**src/rtl/axil_hash_ctrl.sv**
```systemverilog
// AXI4-Lite front-end for iterative hash cores: message block buffer, command
// sequencing towards the core, digest shadow and a maskable W1C interrupt.

module axil_hash_word (
  input  logic        gclk,
  input  logic        grst_n,
  input  logic        we,
  input  logic [3:0]  strb,
  input  logic [31:0] wdata,
  output logic [31:0] q
);
  for (genvar b = 0; b < 4; b++) begin : g_byte
    always_ff @(posedge gclk or negedge grst_n) begin
      if (!grst_n)             q[8*b +: 8] <= '0;
      else if (we && strb[b])  q[8*b +: 8] <= wdata[8*b +: 8];
    end
  end
endmodule

module axil_hash_ctrl #(
  parameter int          ADDR_WIDTH   = 8,
  parameter int          BLOCK_WORDS  = 16,
  parameter int          DIGEST_WORDS = 8,
  parameter logic [31:0] VERSION      = 32'h0002_0100
) (
  input  logic                      s_axi_clk,
  input  logic                      s_axi_rst_n,
  input  logic [31:0]               s_axi_awaddr,
  input  logic                      s_axi_awvalid,
  output logic                      s_axi_awready,
  input  logic [31:0]               s_axi_wdata,
  input  logic [3:0]                s_axi_wstrb,
  input  logic                      s_axi_wvalid,
  output logic                      s_axi_wready,
  output logic [1:0]                s_axi_bresp,
  output logic                      s_axi_bvalid,
  input  logic                      s_axi_bready,
  input  logic [31:0]               s_axi_araddr,
  input  logic                      s_axi_arvalid,
  output logic                      s_axi_arready,
  output logic [31:0]               s_axi_rdata,
  output logic [1:0]                s_axi_rresp,
  output logic                      s_axi_rvalid,
  input  logic                      s_axi_rready,
  output logic                      core_init,
  output logic                      core_next,
  output logic [32*BLOCK_WORDS-1:0] core_block,
  input  logic                      core_ready,
  input  logic [32*DIGEST_WORDS-1:0] core_digest,
  input  logic                      core_digest_valid,
  output logic                      interrupt
);

  localparam logic [1:0] RESP_OKAY   = 2'b00;
  localparam logic [1:0] RESP_SLVERR = 2'b10;

  typedef enum logic [1:0] {IDLE, ISSUE, WAIT_LO, WAIT_HI} state_t;

  typedef struct packed {
    logic       ctrl;
    logic       stat;
    logic       ver;
    logic       blk;
    logic       dig;
    logic [3:0] idx;
  } dec_t;

  // Address bits [1:0] are ignored; anything above the decoded window must be zero.
  function automatic dec_t dec(input logic [ADDR_WIDTH-1:0] a);
    dec_t d;
    d     = '0;
    d.idx = a[5:2];
    if ((a >> 8) == '0) begin
      case (a[7:6])
        2'b00: begin
          d.ctrl = (a[5:2] == 4'd0);
          d.stat = (a[5:2] == 4'd1);
          d.ver  = (a[5:2] == 4'd2);
        end
        2'b01:   d.blk = (int'(a[5:2]) < BLOCK_WORDS);
        2'b10:   d.dig = (int'(a[5:2]) < DIGEST_WORDS);
        default: ;
      endcase
    end
    return d;
  endfunction

  state_t state_q, state_d;
  logic   cmd_init_q;
  logic   irq_en_q, irq_pend_q, dig_vld_q;
  logic   capture;
  logic   busy;

  logic [BLOCK_WORDS-1:0][31:0]  blk_q;
  logic [DIGEST_WORDS-1:0][31:0] dig_q;

  logic unused_addr;
  assign unused_addr = ^{s_axi_awaddr[31:ADDR_WIDTH], s_axi_araddr[31:ADDR_WIDTH]};

  assign busy      = (state_q != IDLE);
  assign interrupt = irq_pend_q & irq_en_q;

  // ---------------- write channel ----------------
  dec_t wd;
  logic wr_fire, ctrl_cmd, wr_err, blk_we, start, irq_clr, irq_en_we;

  assign wd        = dec(s_axi_awaddr[ADDR_WIDTH-1:0]);
  assign wr_fire   = s_axi_awready & s_axi_awvalid & s_axi_wvalid;
  assign ctrl_cmd  = wd.ctrl & s_axi_wstrb[0] & (s_axi_wdata[0] | s_axi_wdata[1]);
  assign wr_err    = !(wd.ctrl | wd.stat | wd.blk) | (wd.blk & busy) | (ctrl_cmd & busy);
  assign blk_we    = wr_fire & wd.blk & !busy;
  assign start     = wr_fire & ctrl_cmd & !busy;
  assign irq_en_we = wr_fire & wd.ctrl & s_axi_wstrb[0];
  assign irq_clr   = wr_fire & wd.stat & s_axi_wstrb[0] & s_axi_wdata[2];

  // Ready pulses for one cycle and re-arms only after the response has drained.
  always_ff @(posedge s_axi_clk or negedge s_axi_rst_n) begin
    if (!s_axi_rst_n) begin
      s_axi_awready <= 1'b0;
      s_axi_wready  <= 1'b0;
      s_axi_bvalid  <= 1'b0;
      s_axi_bresp   <= RESP_OKAY;
    end else begin
      s_axi_awready <= s_axi_awvalid & s_axi_wvalid & !s_axi_bvalid & !s_axi_awready;
      s_axi_wready  <= s_axi_awvalid & s_axi_wvalid & !s_axi_bvalid & !s_axi_awready;
      if (wr_fire) begin
        s_axi_bvalid <= 1'b1;
        s_axi_bresp  <= wr_err ? RESP_SLVERR : RESP_OKAY;
      end else if (s_axi_bready) begin
        s_axi_bvalid <= 1'b0;
      end
    end
  end

  for (genvar i = 0; i < BLOCK_WORDS; i++) begin : g_lane
    axil_hash_word u_word (
      .gclk   (s_axi_clk),
      .grst_n (s_axi_rst_n),
      .we     (blk_we && (wd.idx == 4'(i))),
      .strb   (s_axi_wstrb),
      .wdata  (s_axi_wdata),
      .q      (blk_q[i])
    );
    assign core_block[32*(BLOCK_WORDS-i)-1 -: 32] = blk_q[i];
  end

  // ---------------- read channel ----------------
  dec_t        rd;
  logic        rd_fire, rd_err;
  logic [31:0] rd_data;

  assign rd      = dec(s_axi_araddr[ADDR_WIDTH-1:0]);
  assign rd_fire = s_axi_arready & s_axi_arvalid;

  always_comb begin
    rd_data = '0;
    rd_err  = 1'b0;
    if (rd.ctrl)      rd_data = {29'b0, irq_en_q, 2'b0};
    else if (rd.stat) rd_data = {28'b0, busy, irq_pend_q, dig_vld_q, core_ready};
    else if (rd.ver)  rd_data = VERSION;
    else if (rd.blk) begin
      for (int i = 0; i < BLOCK_WORDS; i++)
        if (int'(rd.idx) == i) rd_data = blk_q[i];
    end else if (rd.dig) begin
      for (int j = 0; j < DIGEST_WORDS; j++)
        if (int'(rd.idx) == j) rd_data = dig_q[j];
    end else rd_err = 1'b1;
  end

  always_ff @(posedge s_axi_clk or negedge s_axi_rst_n) begin
    if (!s_axi_rst_n) begin
      s_axi_arready <= 1'b0;
      s_axi_rvalid  <= 1'b0;
      s_axi_rdata   <= '0;
      s_axi_rresp   <= RESP_OKAY;
    end else begin
      s_axi_arready <= s_axi_arvalid & !s_axi_rvalid & !s_axi_arready;
      if (rd_fire) begin
        s_axi_rvalid <= 1'b1;
        s_axi_rdata  <= rd_data;
        s_axi_rresp  <= rd_err ? RESP_SLVERR : RESP_OKAY;
      end else if (s_axi_rready) begin
        s_axi_rvalid <= 1'b0;
      end
    end
  end

  // ---------------- command FSM ----------------
  always_ff @(posedge s_axi_clk or negedge s_axi_rst_n) begin
    if (!s_axi_rst_n) state_q <= IDLE;
    else              state_q <= state_d;
  end

  always_comb begin
    state_d   = state_q;
    core_init = 1'b0;
    core_next = 1'b0;
    capture   = 1'b0;
    case (state_q)
      IDLE:    if (start) state_d = ISSUE;
      ISSUE: begin
        core_init = cmd_init_q;
        core_next = !cmd_init_q;
        state_d   = WAIT_LO;
      end
      WAIT_LO: if (!core_ready) state_d = WAIT_HI;
      WAIT_HI: if (core_ready && core_digest_valid) begin
        capture = 1'b1;
        state_d = IDLE;
      end
      default: state_d = IDLE;
    endcase
  end

  // Digest word 0 sits in the MS bits of the core result, mirroring core_block.
  always_ff @(posedge s_axi_clk or negedge s_axi_rst_n) begin
    if (!s_axi_rst_n) begin
      cmd_init_q <= 1'b0;
      irq_en_q   <= 1'b0;
      irq_pend_q <= 1'b0;
      dig_vld_q  <= 1'b0;
      dig_q      <= '0;
    end else begin
      if (start)     cmd_init_q <= s_axi_wdata[0];
      if (irq_en_we) irq_en_q   <= s_axi_wdata[2];
      if (capture)      irq_pend_q <= 1'b1;
      else if (irq_clr) irq_pend_q <= 1'b0;
      if (state_q == ISSUE) dig_vld_q <= 1'b0;
      else if (capture)     dig_vld_q <= 1'b1;
      if (capture)
        for (int j = 0; j < DIGEST_WORDS; j++)
          dig_q[j] <= core_digest[32*(DIGEST_WORDS-j)-1 -: 32];
    end
  end

endmodule

```
**config.mk**
```make
export PLATFORM = sky130hd
export DESIGN_NAME = axil_hash_ctrl
export DESIGN_NICKNAME = d
export VERILOG_FILES = /design/src/rtl/axil_hash_ctrl.sv
export SDC_FILE = /design/constraint.sdc
export NUM_CORES = 2
export LEC_CHECK = 0
export CAP_MARGIN = 5
export CORE_AREA = 3 3 354 356
export DETAILED_ROUTE_END_ITERATION = 12
export DIE_AREA = 0 0 357 359
export PLACE_DENSITY = 0.55
export SYNTH_ARGS = -nofsm -noshare
export SYNTH_HDL_FRONTEND = slang
export SYNTH_SLANG_ARGS = --single-unit
```
**constraint.sdc**
```tcl
create_clock -name s_axi_clk -period 2.3 [get_ports s_axi_clk]
set_input_delay 0.23 -clock s_axi_clk [delete_from_list [all_inputs] [get_ports s_axi_clk]]
set_output_delay 0.23 -clock s_axi_clk [all_outputs]
set_load 0.01 [all_outputs]
```
# After elaboration in Yosys (flattened, before gate mapping)
# Index checks and enable logic that the tools add are counted.
[op_classes]
eq_ne = 41
bitwise_logic = 27
n_mux = 57
n_reduce_logical = 100
magnitude_cmp = 1
[ops]
columns = ["cell", "n"]
rows = [
  ["2-to-1 mux 32 bit", 29],
  ["logical AND 1 bit", 81],
  ["equality test 4 bit, second input constant", 16],
  ["equality test 4 x 3 -> 1 bit, second input constant", 8],
  ["bitwise AND 1 bit", 22],
  ["equality test 4 x 2 -> 1 bit, second input constant", 5],
  ["2-to-1 mux 1 bit", 20],
  ["equality test 4 x 1 -> 1 bit, second input constant", 3],
  ["logical NOT 4 bit", 3],
  ["2-to-1 mux 2 bit", 5],
  ["nonzero test 2 bit", 5],
  ["one-hot mux 2 bit (4 select lines)", 1],
  ["logical NOT 1 bit", 7],
  ["equality test 2 x 1 -> 1 bit, second input constant", 3],
  ["equality test 2 bit, second input constant", 3],
  ["logical NOT 2 bit", 3],
  ["2-to-1 mux 3 bit", 2],
  ["inequality test 2 bit, second input constant", 3],
  ["OR 1 bit", 5],
  ["less-than comparator 4 bit, second input constant", 1],
  ["AND reduction 3 bit", 1],
]
[word_totals]
ff_bits = 814
word_cells = 310
input_bits = 365

# Logic depth before layout (Yosys ltp)
[depth]
word_depth = 21
depth_mapped = 11

# By module
# A second synthesis with hierarchy kept.
[unflattened]
hier_cells = 2948
area_unflattened_um2 = 38096.5
[by_module_without_submodules]
columns = ["module", "n_inst", "area_per_inst_um2", "seq_area_each_um2", "cells_per_inst"]
rows = [
  ["axil_hash_ctrl", 1, 19118.3, 7507.2, 1860],
  ["axil_hash_word", 16, 1186.1, 800.8, 68],
]

# Worst setup path after synthesis
# Ideal clock, no wire load.
[synth_path]
path_kind = "register -> register"
from = "register state_q[0]"
to = "register g_lane[12].u_word.q[0]"
arrival_ns = 1.970
path_buffers = 0
required_time_ns = 2.175
path_stages_with_launch = 9
setup_time_ns = 0.125
setup_slack_ns = 0.206
cell_sequence = "dfrtp_1 > inv_1 > ha_1 > nand2_1 > nor3_1 > nand3_1 > nor2_1 > nand2_2 > mux2_2"
[synth_between]
elab_chain_cells = 5
[synth_lines]
columns = ["element", "line_no", "source"]
rows = [
  ["start, declared", "88", "state_t state_q, state_d;"],
  ["start signal, assigned", "191", "else state_q <= state_d;"],
  ["nonzero test 2 bit", "100", "assign busy = (state_q != IDLE);"],
  ["logical NOT 1 bit", "111", "assign blk_we = wr_fire & wd.blk & !busy;"],
  ["bitwise AND 1 bit", "111", ""],
  ["logical AND 1 bit", "139", ".we (blk_we && (wd.idx == 4'(i))),"],
  ["logical AND 1 bit", "15", "else if (we && strb[b]) q[8*b +: 8] <= wdata[8*b +: 8];"],
  ["end signal, assigned by index", "15", ""],
  ["end, declared", "10", "output logic [31:0] q"],
]
# Every way passes these cells.
# A chain may end at the register's enable or synchronous reset.

# Final worst setup path
[layout_path]
from = "register state_q[1]"
to = "register g_lane[7].u_word.q[11]"
[layout_between]
elab_chain_cells = 5
[layout_lines]
columns = ["element", "line_no"]
rows = [
  ["nonzero test 2 bit", "100"],
  ["logical NOT 1 bit", "111"],
  ["bitwise AND 1 bit", "111"],
  ["logical AND 1 bit", "139"],
  ["logical AND 1 bit", "15"],
  ["end signal, assigned by index", "15"],
  ["end, declared", "10"],
]
# Every way passes these cells.

==> flow_summary.toml <==
[floorplan]
initial_core_util = 0.313
die_h_um = 359
io_pins = 921
core_mm2 = 0.122
die_w_um = 357
rows = 128
die_area_mm2 = 0.128

[status]
violations = "setup timing"
outcome = "finished, violations left"

[detailed_routing]
drt_iter0_drc = 2669
viasPerCell = 5.43
remaining_drc_errors = 0
dr.pass1.iters = 6
vias = 31710
wl_per_cell_um = 33.9
drt-total-wl_um = 198000
ant_nets = 0

[global_route]
grtUsageMet3 = 0.0889
grt_max_degree = 100
grt_first_pass_wirelength_um = 270000
grt_use_total = 0.300
grt_util_met1 = 0.379
grt_pass1_vias = 32375
met2_usage = 0.485
overflow = 0
antenna_found_initial = 18
busiest_layer = "met2"

[critical_path]
worst-path-max-fanout = 8
path_cells = "inv_2 > ha_4 > nand2_4 > nor3_4 > buf_6 > nand3b_1 > nor2_2 > buf_12 > nand2_8 > buf_12 > mux2_2"
start_kind = "flip-flop"
critPathArrivalTime_ns = 2.97
rr_startpoint = "state_q[1]$_DFFE_PN0P_"
critPathSlowestCell = "dfrtp_1"
setup.worst_path.class = "flip-flop to flip-flop"
cp_data_required_time_ns = 2.87
cp-startpoint = "state_q[1]$_DFFE_PN0P_"
endpoint_kind = "flip-flop"
slowest_delay_ns = 0.39
cpMostUsedCell = "buf_12"

[sta]
hold_violations = 0
finalCriticalPeriod_ns = 2.39
fmax_mhz = 418
clock_skew_ns = 0.0224
setup_viol = 195
rsz0062_at_grt = "true"
worst_slack_ns = -0.0940
max_slew.worst_pin.slew_ns = 0.826
slew-limit-headroom = 0.448
finalCritPeriodShare = 1.04
slew_viol_final = 0

[clock_network]
cts_sinks = 812
ctsHtreeMaxLevel = 3
cts_buffer_depth = 3
clkLatencyLatePin_ns = 0.70
cts-root-buf = "clkbuf_16"
cts_tree = "built"
clk_pin_slew_ns = 0.06
numCtsBuffers = 97

[yosys]
synth_top_family_by_area = "multiplexers"
synthCells = 2958
synth_area_mm2 = 0.0381
synthSimpleGateAreaFrac = 0.0536
yosys.area_share.xor_xnor = 0
synth_compound_area_frac = 0.0949
syn_avg_cell_area_um2 = 12.9
ys_top_cells_by_area = "dfrtp_1, mux2_2, mux4_2, a21oi_1, mux2i_1"
synth-edff-count = 0
ys_ff_latch = 812
yosysSeqAreaShare = 0.533
async_flop_share = 1.00
synth_top_cell_by_area = "dfrtp_1"
synth_top_area_share = 0.533
synth_flop_cell = "dfrtp_1"
synth_cell_type_count = 74
synth_fa_ha_area_frac = 0.00131
muxShareOfSynthArea = 0.287
ys_warn_count = 0

[placement]
port_buffers = 866
pre_cts_slack_ns = -0.823
placed_cells = 5645
hpwlAfterDp_um = 154000
place.gp.congestion = 0.924

[cells_and_area]
final_common_cell = "clkdlybuf4s50_1"
layout_common_cells = "clkdlybuf4s50_1, mux2_2, dfrtp_1"
final_core_util = 0.459
fin_cells = 5837
final_layout_size_suffix_gt1_frac = 0.374
fill_cells = 11302
register_area_mm2 = 0.0203
syn_to_final_growth_pct = 46.8
nets = 4492
multi_input_comb_area_mm2 = 0.0171

[job]
max_cap_viol_count = 0

[power]
ir_drop_v = 0.000559
p_per_area_mw_per_mm2 = 772
total_leakage_power_nw = 25.2

[worst_hold_path]
hold_class = "primary input to asynchronous set/reset pin"
## cell usage after synthesis (all sizes together), types with 21 or more instances
master / n
nand3: 26
nand2: 205
a221oi: 36
o211ai: 25
mux2: 814
clkbuf: 86
mux4: 51
mux2i: 62
buf: 114
a22oi: 32
o21ai: 116
dfrtp: 812
a21oi: 171
nor3: 21
o221ai: 29
nor2: 109
## layout make-up
type / instances / area share
multi-input cells: 1916 / 0.305
repair buffers: 1279 / 0.233
inverters: 17 / 0.00118
diodes: 6 / 0.000268
well taps: 1625 / 0.0363
flip-flops and latches: 812 / 0.363
clock inverters: 50 / 0.0115
clock buffers: 132 / 0.0500
## timing repair
item	4_1_cts	5_1_grt
hold buffers	1	0
pin swaps	5	5
buffers inserted	1	2
setup endpoints to repair	518	292
gates cloned	0	0
endpoints found under the hold margin	676	0
gates resized for setup	47	33
## routing by layer
metal / routed length (um) / up-vias
met2: 92600 / 1406
li1: - / 13340
met3: 17400 / 312
met5: 67 / -
met4: 8290 / 10
met1: 79500 / 16642
## worst max-delay path, delay by kind of cell, from the launching register on
family | cells | cell delay, ns
multiplexers | 1 | 0.27
flip-flops | 1 | 0.39
AND/OR/NAND/NOR | 5 | 0.82
adder cells (fa/ha/maj) | 1 | 0.16
buffers and inverters | 4 | 0.61
## sequential cells by signal, indices dropped and copies added, names as in the netlist
register and count:
dig_vld_q 1, s_axi_rdata 32, state_q 2, s_axi_rvalid 1, s_axi_rresp 1, irq_en_q 1, s_axi_arready 1, irq_pend_q 1
s_axi_wready 1, s_axi_bvalid 1, cmd_init_q 1, dig_q 256, g_lane.u_word.q 512, s_axi_bresp 1
## path summary, 6_finish.rpt
kind	to	slack (ns)	cells past startpoint
min reg2reg	s_axi_arready$_DFF_PN0_	0.47	1
max in group asynchronous	dig_q[128]$_DFFE_PN0P_	1.30	4
min in group s_axi_clk	s_axi_bvalid$_DFFE_PN0P_	0.11	2
max reg2reg	g_lane[7].u_word.q[11]$_DFFE_PN0P_	-0.09	11
min	g_lane[11].u_word.q[5]$_DFFE_PN0P_	0.05	2
max	g_lane[7].u_word.q[11]$_DFFE_PN0P_	-0.09	11
## per-stage QoR
stage	total power, mW	setup TNS, ns	cell area (um2)	hold slack, ns
finish	43.2	-7.90	56000	0.0478
global route	44.8	-20.76	56000	0.0482
CTS	43.5	-0.0621	55800	0.0201
detailed placement	26.6	-265.13	52100	0.186
global placement	26.5	-295.81	52100	0.188
floorplan	22.2	0	38100	-0.0656
## where the power goes
part,internal (mW),total [mW],switching (mW),leakage [nW]
Clock,10.0,16.7,6.65,1.71
Combinational,4.32,8.23,3.91,12.7
Sequential,16.8,18.3,1.58,10.8
Total,31.1,43.2,12.1,25.2
## kinds of logic (layout without fill, tap and decap cells)
kind of cell	after synthesis	count (layout)
multiplexers	927	927
flip-flops	812	812
AO/OA/AOI/OAI	555	555
AND/OR/NAND/NOR	428	428
buffers and inverters	231	1478
adder cells (fa/ha/maj)	4	4
other	1	8
Power figures use the tool's default switching activity.
